### config.mk
export PLATFORM = sky130hd
export DESIGN_NAME = nn_argmax_classifier
export DESIGN_NICKNAME = d
export VERILOG_FILES = /design/src/rtl/nn_argmax_classifier.sv
export SDC_FILE = /design/constraint.sdc
export NUM_CORES = 1
export LEC_CHECK = 0
export CORE_MARGIN = 4
export CORE_UTILIZATION = 45
export CTS_BUF_LIST = sky130_fd_sc_hd__clkbuf_4
export CTS_CLUSTER_SIZE = 8
export DETAILED_ROUTE_END_ITERATION = 6
export PLACE_DENSITY = 0.71
export SLEW_MARGIN = 0
export SYNTH_ARGS = -nofsm -noshare
export SYNTH_HDL_FRONTEND = slang
export SYNTH_SLANG_ARGS = --single-unit
### constraint.sdc
create_clock -name clk -period 23 [get_ports clk]
set_input_delay 4.6 -clock clk [delete_from_list [all_inputs] [get_ports clk]]
set_output_delay 4.6 -clock clk [all_outputs]
set_load 0.05 [all_outputs]
### src/rtl/nn_argmax_classifier.sv
// Sequential argmax over the 10 class scores of vfr_nn, with a winner/score result
// handshake and saturating total/correct counters for measuring accuracy in hardware.
module nn_argmax_classifier #(
    parameter int unsigned WIDTH = 16,
    parameter int unsigned FRAC  = 8,
    parameter int unsigned CNT_W = 16
) (
    input  logic                  clk,
    input  logic                  rst,
    input  logic                  in_valid,
    output logic                  in_ready,
    input  logic [10*WIDTH-1:0]   net_outputs,
    input  logic [3:0]            exp_idx,
    output logic                  out_valid,
    input  logic                  out_ready,
    output logic [3:0]            class_idx,
    output logic [WIDTH-1:0]      max_val,
    output logic                  match,
    input  logic                  clear_stats,
    output logic [CNT_W-1:0]      total_cnt,
    output logic [CNT_W-1:0]      correct_cnt
);

    localparam int unsigned NUM_LANES = 10;
    localparam int unsigned IDX_W     = 4;
    localparam int unsigned VEC_W     = NUM_LANES * WIDTH;
    localparam logic signed [WIDTH-1:0] MOST_NEG = {1'b1, {(WIDTH-1){1'b0}}};
    localparam logic [CNT_W-1:0]        CNT_MAX  = {CNT_W{1'b1}};

    // The comparison does not depend on the fixed-point split; only sanity-check it.
    if (FRAC >= WIDTH) begin : g_frac_check
        $error("FRAC must be smaller than WIDTH");
    end

    typedef enum logic [1:0] {
        S_IDLE,
        S_SCAN,
        S_DONE
    } state_t;

    state_t                   state_q, state_d;
    logic [VEC_W-1:0]         vec_q;
    logic [IDX_W-1:0]         exp_q;
    logic [IDX_W-1:0]         lane_q;
    logic [IDX_W-1:0]         run_idx_q;
    logic signed [WIDTH-1:0]  run_max_q;
    logic signed [WIDTH-1:0]  lane_val;
    logic                     accept_c;
    logic                     finish_c;
    logic                     better_c;
    logic                     match_c;

    // Lane counter runs 1..10 for compares; value 11 is the register cycle into DONE.
    always_comb begin
        state_d  = state_q;
        accept_c = 1'b0;
        finish_c = 1'b0;
        in_ready = (state_q == S_IDLE);
        case (state_q)
            S_IDLE: begin
                if (in_valid) begin
                    accept_c = 1'b1;
                    state_d  = S_SCAN;
                end
            end
            S_SCAN: begin
                if (lane_q == IDX_W'(NUM_LANES + 1)) begin
                    finish_c = 1'b1;
                    state_d  = S_DONE;
                end
            end
            S_DONE: begin
                if (out_ready) begin
                    state_d = S_IDLE;
                end
            end
            default: state_d = S_IDLE;
        endcase
    end

    always_ff @(posedge clk or posedge rst) begin
        if (rst) begin
            state_q <= S_IDLE;
        end else begin
            state_q <= state_d;
        end
    end

    // Captured vector shifts down one lane per cycle so lane k is always at the bottom.
    assign lane_val = vec_q[WIDTH-1:0];
    assign better_c = (lane_val > run_max_q);
    assign match_c  = (exp_q != '0) && (run_idx_q == exp_q);

    always_ff @(posedge clk or posedge rst) begin
        if (rst) begin
            vec_q     <= '0;
            exp_q     <= '0;
            lane_q    <= '0;
            run_idx_q <= '0;
            run_max_q <= '0;
        end else if (accept_c) begin
            vec_q     <= net_outputs;
            exp_q     <= exp_idx;
            lane_q    <= IDX_W'(1);
            run_idx_q <= IDX_W'(1);
            run_max_q <= MOST_NEG;
        end else if (state_q == S_SCAN && !finish_c) begin
            if (better_c) begin
                run_max_q <= lane_val;
                run_idx_q <= lane_q;
            end
            vec_q  <= vec_q >> WIDTH;
            lane_q <= lane_q + IDX_W'(1);
        end
    end

    always_ff @(posedge clk or posedge rst) begin
        if (rst) begin
            out_valid <= 1'b0;
            class_idx <= '0;
            max_val   <= '0;
            match     <= 1'b0;
        end else if (finish_c) begin
            out_valid <= 1'b1;
            class_idx <= run_idx_q;
            max_val   <= run_max_q;
            match     <= match_c;
        end else if (state_q == S_DONE && out_ready) begin
            out_valid <= 1'b0;
        end
    end

    // Statistics count labeled vectors only; a clear overrides a coincident update.
    always_ff @(posedge clk or posedge rst) begin
        if (rst) begin
            total_cnt   <= '0;
            correct_cnt <= '0;
        end else if (clear_stats) begin
            total_cnt   <= '0;
            correct_cnt <= '0;
        end else if (finish_c && exp_q != '0) begin
            if (total_cnt != CNT_MAX) begin
                total_cnt <= total_cnt + CNT_W'(1);
            end
            if (match_c && correct_cnt != CNT_MAX) begin
                correct_cnt <= correct_cnt + CNT_W'(1);
            end
        end
    end

endmodule

* Word-level counts from Yosys, hierarchy flattened *
Index checks and enable logic that the tools add are counted.

storage, ports and cells
  output and inout port bits = 55
  flip-flop bits (word level) = 244
  word-level logic and storage cells = 69
  bits of input ports = 169

operators by class
  eq/ne operators = 9
  reduce and logical (&&, ||, !) cells = 18
  add/subtract/negate cells = 3
  muxes and demuxes = 26
  $lt $le $gt $ge = 1

operators by type and width
  kind                                                             count
  160-bit 2-to-1 mux                                               2
  16-bit 2-to-1 mux                                                9
  16-bit by 1-bit adder with 16-bit output, second input constant  2
  16-bit != test, second input constant                            2
  4-bit 2-to-1 mux                                                 5
  16-bit greater-than comparator                                   1
  2-bit nonzero test                                               6
  1-bit 2-to-1 mux                                                 6
  2-bit 2-to-1 mux                                                 3
  2-bit != test, second input constant                             3
  2-bit case mux with 3 select lines                               1
  2-bit AND reduction                                              3
  1-bit logical AND                                                5
  4-bit by 1-bit adder with 4-bit output, second input constant    1
  4-bit == test                                                    1
  4-bit == test, second input constant                             1
  4-bit nonzero test                                               1
  3-bit AND reduction                                              1
  2-bit by 1-bit == test with 1-bit output, second input constant  1
  2-bit == test, second input constant                             1
  2-bit logical NOT                                                1
  1-bit logical NOT                                                1

* Longest topological paths before layout *
Gate-level depths: netlist of the first run.

  word-level depth = 7
  gate-level depth with buffers = 9
  gate-level depth less buffers = 8

* Worst setup path before layout of the first run *
No wires, ideal clock.

  kind = flip-flop to output port
  from = register state_q[0]
  to = output port in_ready
  path slack = 17.312 ns
  stages on the path, launching flop included = 2
  path buffers = 0
  data required time = 18.400 ns
  arrival time = 1.088 ns
  cells stage by stage = dfrtp_1 > nor2_1

on the way
  longest elaborated chain between the ends = 1

RTL lines
  what                      RTL line  source
  start: declaration        41        state_t state_q, state_d;
  start signal: assignment  85        state_q <= state_d;
  2-bit logical NOT         58        in_ready = (state_q == S_IDLE);
  end: declaration          11        output logic in_ready,

No other way between the ends.

* Worst setup path after layout of the first run *
  from = register state_q[1]
  to = output port in_ready

Same word-level chain as after synthesis.

==> impl_metrics.env, run 1 <==
export IMPL_status="finished, final reports clean"
export IMPL_relSlewSlack_pct=27.0
export IMPL_post_cts_buffers=0
export IMPL_yosysSeqAreaShare_pct=54.2
export IMPL_cts_buffers=67
export IMPL_hp_class="flop to flop"
export IMPL_yosysWarnings=0
export IMPL_num_vias=9815
export IMPL_crit_chain="nor2_1 -> clkdlybuf4s50_1"
export IMPL_cts_tree="built"
export IMPL_clockBufferDepth=3
export IMPL_cts_root_buf="clkbuf_4"
export IMPL_antenna_left=0
export IMPL_totalWireLength_um=29900
export IMPL_clk_latency_ps=650
export IMPL_postCtsResizedCells=0
export IMPL_dpl_cell_area_mm2=0.0137
export IMPL_synthCells=1272
export IMPL_placedCellCount=1744
export IMPL_io_pins=224
export IMPL_synthesis_area_mm2=0.0113
export IMPL_area_growth_pct=28.5
export IMPL_globalRouteMet2Util_pct=32.7
export IMPL_fin_crit_ps=6800
export IMPL_worst_slew_pin_slew_ps=1100
export IMPL_place_congestion=0.834
export IMPL_cp_start_kind="flop"
export IMPL_routedWlPerCell_um=16.1
export IMPL_drive_above_1_share_pct=9.54
export IMPL_row_count=57
export IMPL_die_area_mm2=0.0276
export IMPL_p_comb_share_pct=40.7
export IMPL_cp_max_fo=4
export IMPL_grt_use_met3_pct=4.33
export IMPL_period_share_pct=29.6
export IMPL_hold_viol=0
export IMPL_clock_fmax_ghz=0.147
export IMPL_fillers=2158
export IMPL_p_int_uw=1110
export IMPL_core_area_mm2=0.0245
export IMPL_first_iter_violations=742
export IMPL_synthesis_nets=1460
export IMPL_clkSlewWorstSetupHoldPaths_ps=60
export IMPL_critPathKind="flop to output port"
export IMPL_gr_total_overflow=0
export IMPL_cp_top_family="buffers and inverters"
export IMPL_stdcell_area_mm2=0.0145
export IMPL_start_util_pct=46.1
export IMPL_via_per_inst=5.29
export IMPL_drc=0
export IMPL_grt_max_degree=122
export IMPL_path_buf_inv=1
export IMPL_holdWs_ps=476
export IMPL_finalNetCount=1677
export IMPL_yosysUniqueCellTypes=44
export IMPL_synth_edff_count=0
export IMPL_maxCapViolCount=0
export IMPL_hold_buffers=0
export IMPL_clockPowerShare_pct=20.6
export IMPL_ys_flop_type="dfrtp_1"
export IMPL_h_tree_depth=3
export IMPL_p_leak_uw=0.00658
export IMPL_grt_pass1_vias=9635
export IMPL_critPathCaptureType="output port"
export IMPL_grt_pass1_wl_um=48700
export IMPL_power_per_cell_area_mw_per_mm2=126
export IMPL_instances_no_fill=1856
export IMPL_numClockSinks=244
export IMPL_arrival_ps=2200
export IMPL_grtUsageTotal_pct=21.1
export IMPL_hpwl_um=19800
export IMPL_grt_busiest_layer="met2"
export IMPL_setup_viol=0
export IMPL_synthArstFlopShare_pct=100
export IMPL_switching_share_pct=39.2
export IMPL_finalPower_uw=1830
export IMPL_antenna_found_initial=2
export IMPL_dr_pass1_iters=5
export IMPL_die_height_um=166
export IMPL_synth_seq_cells=244
export IMPL_crit_slowest_cell="clkdlybuf4s50_1"
export IMPL_worstPathRequired_ps=18400
export IMPL_tns_ps=0
export IMPL_skew_ps=39.5
export IMPL_critPathMaxStageDelay_ps=870
export IMPL_dieWidth_um=166
export IMPL_sequentialPowerShare_pct=38.7
export IMPL_use_met1_pct=29.2
export IMPL_avgSynthCellArea_um2=8.86
export IMPL_portBuffers=223
export IMPL_vdd_drop_max_mv=0.0806
export IMPL_switchingPower_uw=717
export IMPL_drv_slew=0
export IMPL_rsz0062_at_grt="false"
per-layer routing:
layer  vias up  routed length (um)
met1      4668               13100
met3        78                1790
li1       4734                   -
met5         -                  13
met2       333               14000
met4         2                 966
registers in the layout (all words and copies together), names as in the netlist:
register and flops:
lane_q 4, max_val 16, vec_q 160, out_valid 1
total_cnt 16, run_max_q 16, match 1, exp_q 4
class_idx 4, run_idx_q 4, state_q 2, correct_cnt 16
worst paths after layout:
path | startpoint | to | slack [ps] | cells past startpoint
worst min register to register | max_val[2] | max_val[2] | 480 | 2
max in group asynchronous | rst | vec_q[37] | 17030 | 3
worst max register to register | lane_q[0] | run_max_q[14] | 19820 | 7
worst max-delay path | state_q[1] | in_ready | 16200 | 2
worst min-delay path | max_val[2] | max_val[2] | 480 | 2
min in group asynchronous | rst | total_cnt[0] | 4550 | 2
power by group through the flow:
stage | registers [uW] | logic, uW | clock network [uW]
floorplan | 732 | 528 | 0
global placement | 709 | 731 | 0
detailed placement | 712 | 752 | 0
CTS | 707 | 753 | 391
global route | 729 | 835 | 410
finish | 708 | 745 | 377
cell families (layout without fill, tap and decap cells):
family | count (synthesis) | after routing | synth area share (%)
buf+inv | 110 | 369 | 3.91
flops | 244 | 244 | 54.2
compound gates | 200 | 200 | 11.1
other cells | 0 | 1 | 0
xor+xnor | 29 | 29 | 2.25
mux | 29 | 29 | 3.29
fa+ha+maj | 19 | 19 | 2.11
simple gates | 641 | 641 | 23.1
stage by stage:
stage          setup WS, ps  utilization, %
2_1_floorplan         11700               -
3_3_place_gp          15930            55.9
3_5_place_dp          15850            55.9
4_1_cts               16130            59.2
5_1_grt               16110            59.2
6_report              16200            59.2
cell usage in the layout, fill, tap and decap left out, drive strengths merged, types with 2 or more instances in the layout:
master,Yosys,routed
clkinv,0,6
a21o,3,3
and3,7,7
and4,4,4
clkdlybuf4s50,0,223
inv,26,28
o21ai,26,26
nor2b,3,3
or3,7,7
clkbuf,72,103
a21oi,14,14
o211ai,8,8
nand3b,2,2
xor2,24,24
and2,6,6
a31oi,142,142
nand2,368,368
mux2i,10,10
o2111ai,5,5
mux2,19,19
nor4,3,3
nand3,25,25
buf,11,9
dfrtp,244,244
ha,19,19
nor2,193,193
nand4,9,9
nor3,7,7
nand2b,3,3
xnor2,5,5
worst reg2reg max path: cells and delay by family, from the launching register on:
family	cells	cell delay, ps
flip-flops	1	430
multiplexers	2	1230
buffers and inverters	1	610
adder cells (fa/ha/maj)	1	250
AND/OR/NAND/NOR	2	290
AO/OA/AOI/OAI	1	260
area by class of cell:
class | count | area (um^2) | area share, %
inverters | 26 | 105 | 0.726
diodes | 1 | 2.50 | 0.0173
repair buffers | 232 | 2300 | 15.9
clock inverters | 8 | 30.0 | 0.207
well taps | 324 | 405 | 2.80
clock buffers | 103 | 773 | 5.34
flip-flops and latches | 244 | 6110 | 42.2
multi-input cells | 918 | 4750 | 32.8
cell usage after synthesis, types with 2 or more instances:
cell type  number  area, um^2
a21o_1          3        22.5
a21oi_1        13        65.1
a31oi_1       142         888
and2_1          6        37.5
and3_1          7        43.8
and4_1          4        35.0
buf_1           5        18.8
buf_2           3        15.0
buf_6           2        22.5
clkbuf_1       72         270
dfrtp_1       244        6110
ha_1           19         238
inv_1          26        97.6
mux2_2          5        56.3
mux2_4         14         210
mux2i_1         9        90.1
nand2_1       368        1380
nand2b_1        3        18.8
nand3_1        25         125
nand3b_1        2        15.0
nand4_1         7        43.8
nand4_2         2        25.0
nor2_1        193         724
nor2b_1         3        18.8
nor3_1          7        35.0
nor4_1          3        18.8
o2111ai_1       4        35.0
o211ai_1        8        60.1
o21ai_0        19        95.1
o21ai_1         7        35.0
or3_1           7        43.8
xnor2_1         5        43.8
xor2_1         24         210
Power figures use the tool's default switching activity.
==> inputs of run 2 (changes only) <==
==> constraint.sdc (replaced) <==
create_clock -name clk -period 6.8 [get_ports clk]
set_input_delay 1.36 -clock clk [delete_from_list [all_inputs] [get_ports clk]]
set_output_delay 1.36 -clock clk [all_outputs]
set_load 0.05 [all_outputs]
==> run 2 against run 1 <==
Against the previous run:
- power increased to 3.4 times the previous value
- highest routed layer is now met4
- clock skew fell by 11 ps
- largest power group unchanged
- register-to-register slack worse by 16000 ps
==> impl_metrics.env, run 2 (same netlist as run 1, synthesis figures left out) <==
export IMPL_postCtsResizedCells=0
export IMPL_portBuffers=223
export IMPL_row_count=57
export IMPL_skew_ps=28.4
export IMPL_worst_slew_pin_slew_ps=1170
export IMPL_die_height_um=166
export IMPL_grt_pass1_vias=9634
export IMPL_hold_buffers=0
export IMPL_period_share_pct=52.2
export IMPL_crit_chain="nor2_1 -> clkdlybuf4s50_1"
export IMPL_grt_pass1_wl_um=48500
export IMPL_p_leak_uw=0.00661
export IMPL_clockBufferDepth=3
export IMPL_clock_fmax_ghz=0.282
export IMPL_grtUsageTotal_pct=20.9
export IMPL_gr_total_overflow=0
export IMPL_grt_max_degree=162
export IMPL_hpwl_um=19700
export IMPL_num_vias=9758
export IMPL_finalNetCount=1678
export IMPL_clkSlewWorstSetupHoldPaths_ps=60
export IMPL_hp_class="flop to flop"
export IMPL_numClockSinks=244
export IMPL_critPathKind="flop to output port"
export IMPL_start_util_pct=46.1
export IMPL_io_pins=224
export IMPL_first_iter_violations=765
export IMPL_cts_buffers=68
export IMPL_fillers=2149
export IMPL_crit_slowest_cell="clkdlybuf4s50_1"
export IMPL_hold_viol=0
export IMPL_place_congestion=0.825
export IMPL_die_area_mm2=0.0276
export IMPL_relSlewSlack_pct=22.3
export IMPL_setup_viol=0
export IMPL_tns_ps=0
export IMPL_path_buf_inv=1
export IMPL_clk_latency_ps=630
export IMPL_drc=0
export IMPL_h_tree_depth=3
export IMPL_rsz0062_at_grt="false"
export IMPL_totalWireLength_um=29700
export IMPL_antenna_left=0
export IMPL_post_cts_buffers=0
export IMPL_cp_max_fo=4
export IMPL_largest_register="vec_q"
export IMPL_arrival_ps=2190
export IMPL_critPathMaxStageDelay_ps=880
export IMPL_finalPower_uw=6220
export IMPL_cts_root_buf="clkbuf_4"
export IMPL_core_area_mm2=0.0245
export IMPL_critPathCaptureType="output port"
export IMPL_final_common_cell="nand2_1"
export IMPL_routedWlPerCell_um=16.0
export IMPL_dr_pass1_iters=5
export IMPL_worstPathRequired_ps=5440
export IMPL_final_cell_mix="366 x nand2_1, 244 x dfrtp_1, 223 x clkdlybuf4s50_1, 192 x nor2_1, 142 x a31oi_1"
export IMPL_fin_crit_ps=3550
export IMPL_vdd_drop_max_mv=0.308
export IMPL_cts_tree="built"
export IMPL_area_growth_pct=29.0
export IMPL_cp_top_family="buffers and inverters"
export IMPL_maxCapViolCount=0
export IMPL_drv_slew=0
export IMPL_cp_start_kind="flop"
export IMPL_power_per_cell_area_mw_per_mm2=428
export IMPL_final_util_pct=59.4
export IMPL_largest_reg_flops=160
export IMPL_via_per_inst=5.23
export IMPL_dieWidth_um=166
export IMPL_status="finished, final reports clean"
export IMPL_drive_above_1_share_pct=9.62
export IMPL_antenna_found_initial=1
## run 2: area by class of cell
type,count,area (um^2),area share (%)
Sequential cell,244,6110,42.0
Timing Repair Buffer,232,2320,16.0
Inverter,26,101,0.697
Tap cell,324,405,2.79
Clock inverter,13,48.8,0.336
Antenna cell,1,2.50,0.0172
Multi-Input combinational cell,918,4750,32.7
Clock buffer,106,796,5.47
## run 2: per-layer routing
layer	up-vias	global-route usage [%]	share of wire, %
li1	4743	-	-
met1	4674	28.8	45
met2	297	33.3	48
met3	44	4.52	5.6
met4	0	6.83	2.0
met5	-	0	0
## run 2: final timing paths
check                             from            end  slack (ps)  cells after the start
setup / recovery            state_q[0]       in_ready        3250                      2
hold / removal             max_val[12]    max_val[12]         470                      2
setup reg to reg             lane_q[0]  total_cnt[13]        3570                      7
hold reg to reg            max_val[12]    max_val[12]         470                      2
max in group asynchronous          rst   run_idx_q[0]        4030                      4
min in group asynchronous          rst   total_cnt[5]        1090                      2
## run 2: worst register-to-register path: cells and delay by family, from the launching register on
family,cells,cell delay (ps)
AO/OA/AOI/OAI,2,1420
adder cells (fa/ha/maj),1,200
XOR/XNOR,1,190
flip-flops,1,390
AND/OR/NAND/NOR,3,890
## run 2: power breakdown
group / internal [uW] / switching [uW]
logic: 1030 / 1490
registers: 2050 / 345
clock network: 705 / 593
total: 3790 / 2430
## run 2: per-stage QoR
stage	std cells	cell area (um^2)	hold WS (ps)	worst slack, ps
CTS	1863	14500	484	3200
global route	1864	14500	496	3120
floorplan	1272	11300	466	2240
finish	1864	14500	475	3250
detailed placement	1744	13700	470	3310
global placement	1744	13700	459	3330
==> inputs of run 3 (changes only) <==
==> constraint.sdc (replaced) <==
create_clock -name clk -period 3.5 [get_ports clk]
set_input_delay 0.7 -clock clk [delete_from_list [all_inputs] [get_ports clk]]
set_output_delay 0.7 -clock clk [all_outputs]
set_load 0.05 [all_outputs]
==> run 3 against run 2 <==
Against the previous run:
- global-route usage is 0.43 points higher
- core utilization is 0.69 points higher
- clock skew is 4.2 ps higher
- hold slack worse by 48 ps
- flip-flop and latch count stayed put
- highest routed layer unchanged
- worst setup slack worse by 2600 ps
- non-clock buffer count is 9 higher
- register-to-register slack worse by 2800 ps
- power is 99% higher
- largest power group unchanged
- critical path depth stayed put
- largest cell class unchanged
- combinational power is 98% higher
- sequential share of layout area is 0.48 points lower
==> impl_metrics.env, run 3 (same netlist as run 1, synthesis figures left out) <==
export IMPL_gr_total_overflow=0
export IMPL_hpwl_um=20500
export IMPL_hold_buffers=0
export IMPL_cp_start_kind="flop"
export IMPL_grt_pass1_wl_um=49000
export IMPL_setup_viol=0
export IMPL_first_iter_violations=744
export IMPL_p_int_uw=7580
export IMPL_start_util_pct=46.1
export IMPL_dr_pass1_iters=5
export IMPL_final_cell_mix="366 x nand2_1, 244 x dfrtp_1, 223 x clkdlybuf4s50_1, 192 x nor2_1, 142 x a31oi_1"
export IMPL_portBuffers=223
export IMPL_drv_slew=0
export IMPL_fillers=2174
export IMPL_drive_above_1_share_pct=10.3
export IMPL_place_congestion=0.866
export IMPL_p_leak_uw=0.00670
export IMPL_cts_root_buf="clkbuf_4"
export IMPL_cp_max_fo=4
export IMPL_grtUsageTotal_pct=21.4
export IMPL_sequentialPowerShare_pct=37.7
export IMPL_clkSlewWorstSetupHoldPaths_ps=70
export IMPL_hold_viol=0
export IMPL_grt_max_degree=150
export IMPL_dieWidth_um=166
export IMPL_post_cts_buffers=0
export IMPL_critPathKind="flop to output port"
export IMPL_area_growth_pct=30.5
export IMPL_row_count=57
export IMPL_die_height_um=166
export IMPL_antenna_left=0
export IMPL_period_share_pct=82.9
export IMPL_skew_ps=32.5
export IMPL_core_area_mm2=0.0245
export IMPL_relSlewSlack_pct=42.5
export IMPL_numClockSinks=244
export IMPL_antenna_found_initial=1
export IMPL_die_area_mm2=0.0276
export IMPL_maxCapViolCount=0
export IMPL_num_vias=9822
export IMPL_grt_pass1_vias=9710
export IMPL_clock_fmax_ghz=0.345
export IMPL_largest_reg_flops=160
export IMPL_clk_latency_ps=660
export IMPL_critPathCaptureType="output port"
export IMPL_routedWlPerCell_um=16.1
export IMPL_cts_buffers=67
export IMPL_finalPower_uw=12400
export IMPL_worst_slew_pin_slew_ps=862
export IMPL_setup_slack_ps=600
export IMPL_p_comb_share_pct=40.5
export IMPL_status="finished, final reports clean"
export IMPL_finalNetCount=1686
export IMPL_via_per_inst=5.26
export IMPL_cts_tree="built"
export IMPL_reg2regPathDepth=8
export IMPL_io_pins=224
export IMPL_postCtsResizedCells=0
export IMPL_clockBufferDepth=3
export IMPL_rsz0062_at_grt="false"
export IMPL_hp_class="input port to asynchronous set/reset pin"
export IMPL_switchingPower_uw=4790
export IMPL_dp_worst_setup_slack_ps=735
export IMPL_drc=0
export IMPL_vdd_drop_max_mv=0.718
export IMPL_clockPowerShare_pct=21.9
export IMPL_final_common_cell="nand2_1"
export IMPL_largest_register="vec_q"
export IMPL_totalWireLength_um=30100
export IMPL_final_util_pct=60.1
export IMPL_power_per_cell_area_mw_per_mm2=841
export IMPL_worstPathRequired_ps=2800
export IMPL_switching_share_pct=38.7
export IMPL_h_tree_depth=3
export IMPL_arrival_ps=2200
export IMPL_fin_crit_ps=2900
==> run 3: cell types whose count changed in the layout (fill, tap and decap cells not counted), sizes merged <==
cell | previous run | this run
clkbuf | 106 | 101
buf | 9 | 18
bufinv | 0 | 3
diode | 1 | 2
clkinv | 12 | 6
==> run 3: per-stage QoR <==
stage	TNS, ps	area (um^2)	hold WS, ps	std cells
finish	0	14700	427	1866
global route	0	14700	391	1866
CTS	0	14700	375	1864
detailed placement	0	13800	470	1753
global placement	0	13800	465	1753
floorplan	-98520	11300	466	1272
==> run 3: worst paths after layout <==
check                             from           end  slack (ps)
setup / recovery            state_q[0]      in_ready         600
hold / removal                     rst    vec_q[119]         430
setup reg to reg             vec_q[13]  run_max_q[1]         730
hold reg to reg            max_val[15]   max_val[15]         480
max in group asynchronous          rst     vec_q[11]        2240
min in group clk           max_val[15]   max_val[15]         480
==> run 3: per-layer routing <==
metal  track usage (%)  share of wire, %  vias up
met1              29.0                44     4715
met4              8.79               3.1        0
met5                 0                 0        -
li1                  -                 -     4753
met3              4.71               5.4       68
met2              33.5                47      286
==> run 3: critical path, cell delays in order, from the launching register on <==
cell,delay [ps]
dfrtp_1,410
nor2_1,280
clkdlybuf4s50_1,870
==> run 3: power groups by stage <==
stage / Sequential [uW] / Clock [uW] / Combinational [uW]
floorplan: 4810 / 0 / 3470
global placement: 4650 / 0 / 4920
detailed placement: 4690 / 0 / 5030
CTS: 4650 / 2800 / 5050
global route: 4790 / 2950 / 5580
finish: 4660 / 2710 / 5000
==> run 3: area by class of cell <==
cell class                      count  area (um^2)  share of cell area [%]
Inverter                           26          101                   0.689
Timing Repair Buffer              241         2450                    16.7
Clock inverter                     10          121                   0.825
Antenna cell                        2         5.00                  0.0340
Sequential cell                   244         6110                    41.5
Tap cell                          324          405                    2.76
Clock buffer                      101          758                    5.16
Multi-Input combinational cell    918         4750                    32.3
==> edit 1, RTL diff (settings of run 2) <==
Change the parameter `WIDTH` from 16 to 32.
--- a/src/rtl/nn_argmax_classifier.sv
+++ b/src/rtl/nn_argmax_classifier.sv
@@ -1,7 +1,7 @@
 // Sequential argmax over the 10 class scores of vfr_nn, with a winner/score result
 // handshake and saturating total/correct counters for measuring accuracy in hardware.
 module nn_argmax_classifier #(
-    parameter int unsigned WIDTH = 16,
+    parameter int unsigned WIDTH = 32,
     parameter int unsigned FRAC  = 8,
     parameter int unsigned CNT_W = 16
 ) (
Ports: changed (resized max_val and net_outputs); port bits go from 224 to 400. The function was not compared with the original's and may differ.
==> edit 1 against run 2 <==
  * Sequential cell count increased by 192
  * Clock skew increased by 0.0095 ns
  * Routed wire length increased by 110%
  * Critical endpoint unchanged
  * Design area increased by 81%
  * Largest power group unchanged
  * Setup slack got worse by 0.45 ns
  * Power increased by 97%
  * Combinational power increased by 120%
  * Register-to-register slack got worse by 0.31 ns
  * Die area increased by 78%
  * Area after synthesis increased by 82%
==> edit 1: results <==
set metrics [dict create \
    status "completed" \
    cts.sinks 436 \
    syn-num-nets 2661 \
    fin_nets 3019 \
    antenna_found_initial 13 \
    tightest_slew_ns 1.236 \
    num_antenna_cells 10 \
    synth_xor_xnor_area_share_pct 1.492 \
    fillers 4045 \
    seq_area_share_pct 41.41 \
    nNonClkInverters 41 \
    dpl_cell_area_sq_um 24850 \
    synthCells 2297 \
    pre_cts_ws_ns 2.526 \
    place_congestion 0.8704 \
    nonClkBufAreaFrac_pct 15.94 \
    n_all_buffers 418 \
    critPathMaxStageDelay_ns 0.91 \
    vias 18520 \
    r2r_end "lane_q[2]$_DFFE_PP0P_" \
    hp-start "vec_q[129]$_DFFE_PP0P_" \
    clock_area_share_pct 5.585 \
    drt_pass1_iterations 6 \
    p_leak_uw 0.01210 \
    peakVddDrop_mv 0.3622 \
    multi_input_area_share_pct 33.52 \
    hold_end "vec_q[129]$_DFFE_PP0P_" \
    track_usage_pct 24.22 \
    drive_above_1_share_pct 8.355 \
    synth_compound_area_share_pct 16.09 \
    synth_top_cells_by_count "nand2_1 (782), dfrtp_1 (436), a22oi_1 (255), clkbuf_1 (145), nor2_1 (113)" \
    grt_pass1_wl_mm 97.76 \
    wire_per_inst_microns 18.26 \
    hold_slack_ns 0.4732 \
    dp.final_hpwl_mm 39.99 \
    synthTopCellsByArea "dfrtp_1 (53%), nand2_1 (14%), a22oi_1 (9.3%)" \
    power_density_nw_per_um2 465.4 \
    synth-seq-area-share_pct 53.09 \
    drt_iter0_markers 1733 \
    r2r_cells 8 \
    grt_pass1_vias 18420 \
    clock-skew-final_ns 0.03789 \
    synth_adder_area_share_pct 2.131 \
    io_buffers 399 \
    netlist-cell-type-count 49 \
]
==> edit 1: per-layer routing <==
layer  vias up  part of all wire, %  global-route usage, %  routed length, microns
li1       8754                    -                      -                       -
met1      8919                   42                  32.23                   25490
met2       715                   46                  37.45                   28370
met3       121                  9.1                  7.984                    5583
met4        10                  2.7                  8.603                    1654
met5         -                 0.12                      0                      71
==> edit 1: worst max path at each step <==
stage / to / slack (ns) / cells after the start
floorplan: class_idx[0]$_DFFE_PP0P_ / -0.45 / 1
global placement: run_max_q[31]$_DFFE_PP0P_ / 2.49 / 7
detailed placement: run_max_q[31]$_DFFE_PP0P_ / 2.53 / 7
CTS: in_ready / 2.71 / 2
global route: in_ready / 2.69 / 2
finish: in_ready / 2.80 / 2
==> edit 1: power by group <==
group          leakage (uW)  total, uW  switching, uW  internal, uW
Clock              0.000893       2310           1080          1230
Combinational       0.00565       5460           3380          2080
Sequential          0.00556       4490            774          3720
Total                0.0121      12300           5240          7030
==> edit 2, RTL diff (settings of run 2) <==
Without the edit above. Encoding of `state_t`: now one-hot (3 bits for 3 states).
--- a/src/rtl/nn_argmax_classifier.sv
+++ b/src/rtl/nn_argmax_classifier.sv
@@ -32,10 +32,10 @@
         $error("FRAC must be smaller than WIDTH");
     end
 
-    typedef enum logic [1:0] {
-        S_IDLE,
-        S_SCAN,
-        S_DONE
+    typedef enum logic [2:0] {
+        S_IDLE = 3'b001,
+        S_SCAN = 3'b010,
+        S_DONE = 3'b100
     } state_t;
 
     state_t                   state_q, state_d;
Behaviour: no difference found for any inputs over 4 cycles, from zero or initial values and one cycle with rst high; so few cycles prove little.
==> edit 2 against run 2 <==
  * Setup slack worse by 0.13 ns
  * Area after synthesis is 3.5% lower
  * Power is 13% lower
  * Count of clock-buffer cells in the layout is 3 lower
  * Routed wire length is 3.4% lower
  * Clock skew is 0.0026 ns higher
  * Fmax is 3.6% lower
  * Global-route usage is 0.55 points higher
  * Design area is 2.5% lower
  * Sequential cell count is 1 higher
  * Largest power group is now sequential cells
==> edit 2: results <==
set metrics [dict create \
    status "completed" \
    multi_input_area_share_pct 30.99 \
    n_all_buffers 234 \
    wire_per_inst_microns 16.88 \
    grt_pass1_wl_mm 46.13 \
    cts.sinks 245 \
    drt_pass1_iterations 6 \
    use_met2_pct 33.81 \
    synth.mux.area_fraction_pct 4.350 \
    wl_met2_mm 13.78 \
    nonClkBufAreaFrac_pct 16.42 \
    syn-num-nets 1288 \
    p_sw_uw 2017 \
    clkPwrFrac_pct 23.6 \
    synth-seq-area-share_pct 56.40 \
    synth_xor_xnor_area_share_pct 2.739 \
    peakVddDrop_mv 0.2036 \
    grt_max_degree 142 \
    clock_area_share_pct 5.774 \
    netlist-cell-type-count 48 \
    cts_buffers 70 \
    critPathMaxStageDelay_ns 0.84 \
    arrival_ns 2.32 \
    max_slew_margin_pct 26.71 \
    synth_compound_area_share_pct 12.28 \
    vias 8924 \
    pre_cts_ws_ns 2.623 \
    path_max_fanout 9 \
    synth_top_cells_by_count "nand2_1 (352), dfrtp_1 (244), a22oi_1 (143), nor2_1 (62), clkbuf_1 (41)" \
    p_leak_uw 0.006734 \
    synthTopCellsByArea "dfrtp_1 (56%), nand2_1 (12%), a22oi_1 (9.9%)" \
    drt_iter0_markers 702 \
    drive_above_1_share_pct 12.16 \
    seq_area_share_pct 43.27 \
    clock-skew-final_ns 0.03099 \
    dpl_cell_area_sq_um 13350 \
    grt_pass1_vias 9052 \
    fp.coreArea_sq_um 23610 \
    power_frac_seq_pct 44.0 \
    place_congestion 0.8654 \
    ctsResizeCount 0 \
    multi_input_cells 762 \
    final_cell_area_sq_um 14170 \
    use_met3_pct 4.769 \
    fillers 2057 \
]
edit 2: worst paths after layout:
path / start / slack (ns) / cells past startpoint / to
worst max register to register: state_q[0]$_DFFE_PP1P_ / 3.48 / 8 / vec_q[109]$_DFFE_PP0P_
min in group asynchronous: rst / 1.08 / 2 / vec_q[153]$_DFFE_PP0P_
max in group asynchronous: rst / 4.65 / 3 / vec_q[20]$_DFFE_PP0P_
worst min-delay path: vec_q[33]$_DFFE_PP0P_ / 0.48 / 2 / vec_q[33]$_DFFE_PP0P_
worst min register to register: vec_q[33]$_DFFE_PP0P_ / 0.48 / 2 / vec_q[33]$_DFFE_PP0P_
worst max-delay path: state_q[0]$_DFFE_PP1P_ / 3.12 / 2 / in_ready
edit 2: through the flow:
stage               power (uW)  cells
CTS                       5466   1701
global route              5856   1702
floorplan                 3607   1100
finish                    5410   1702
detailed placement        4159   1586
global placement          4096   1586
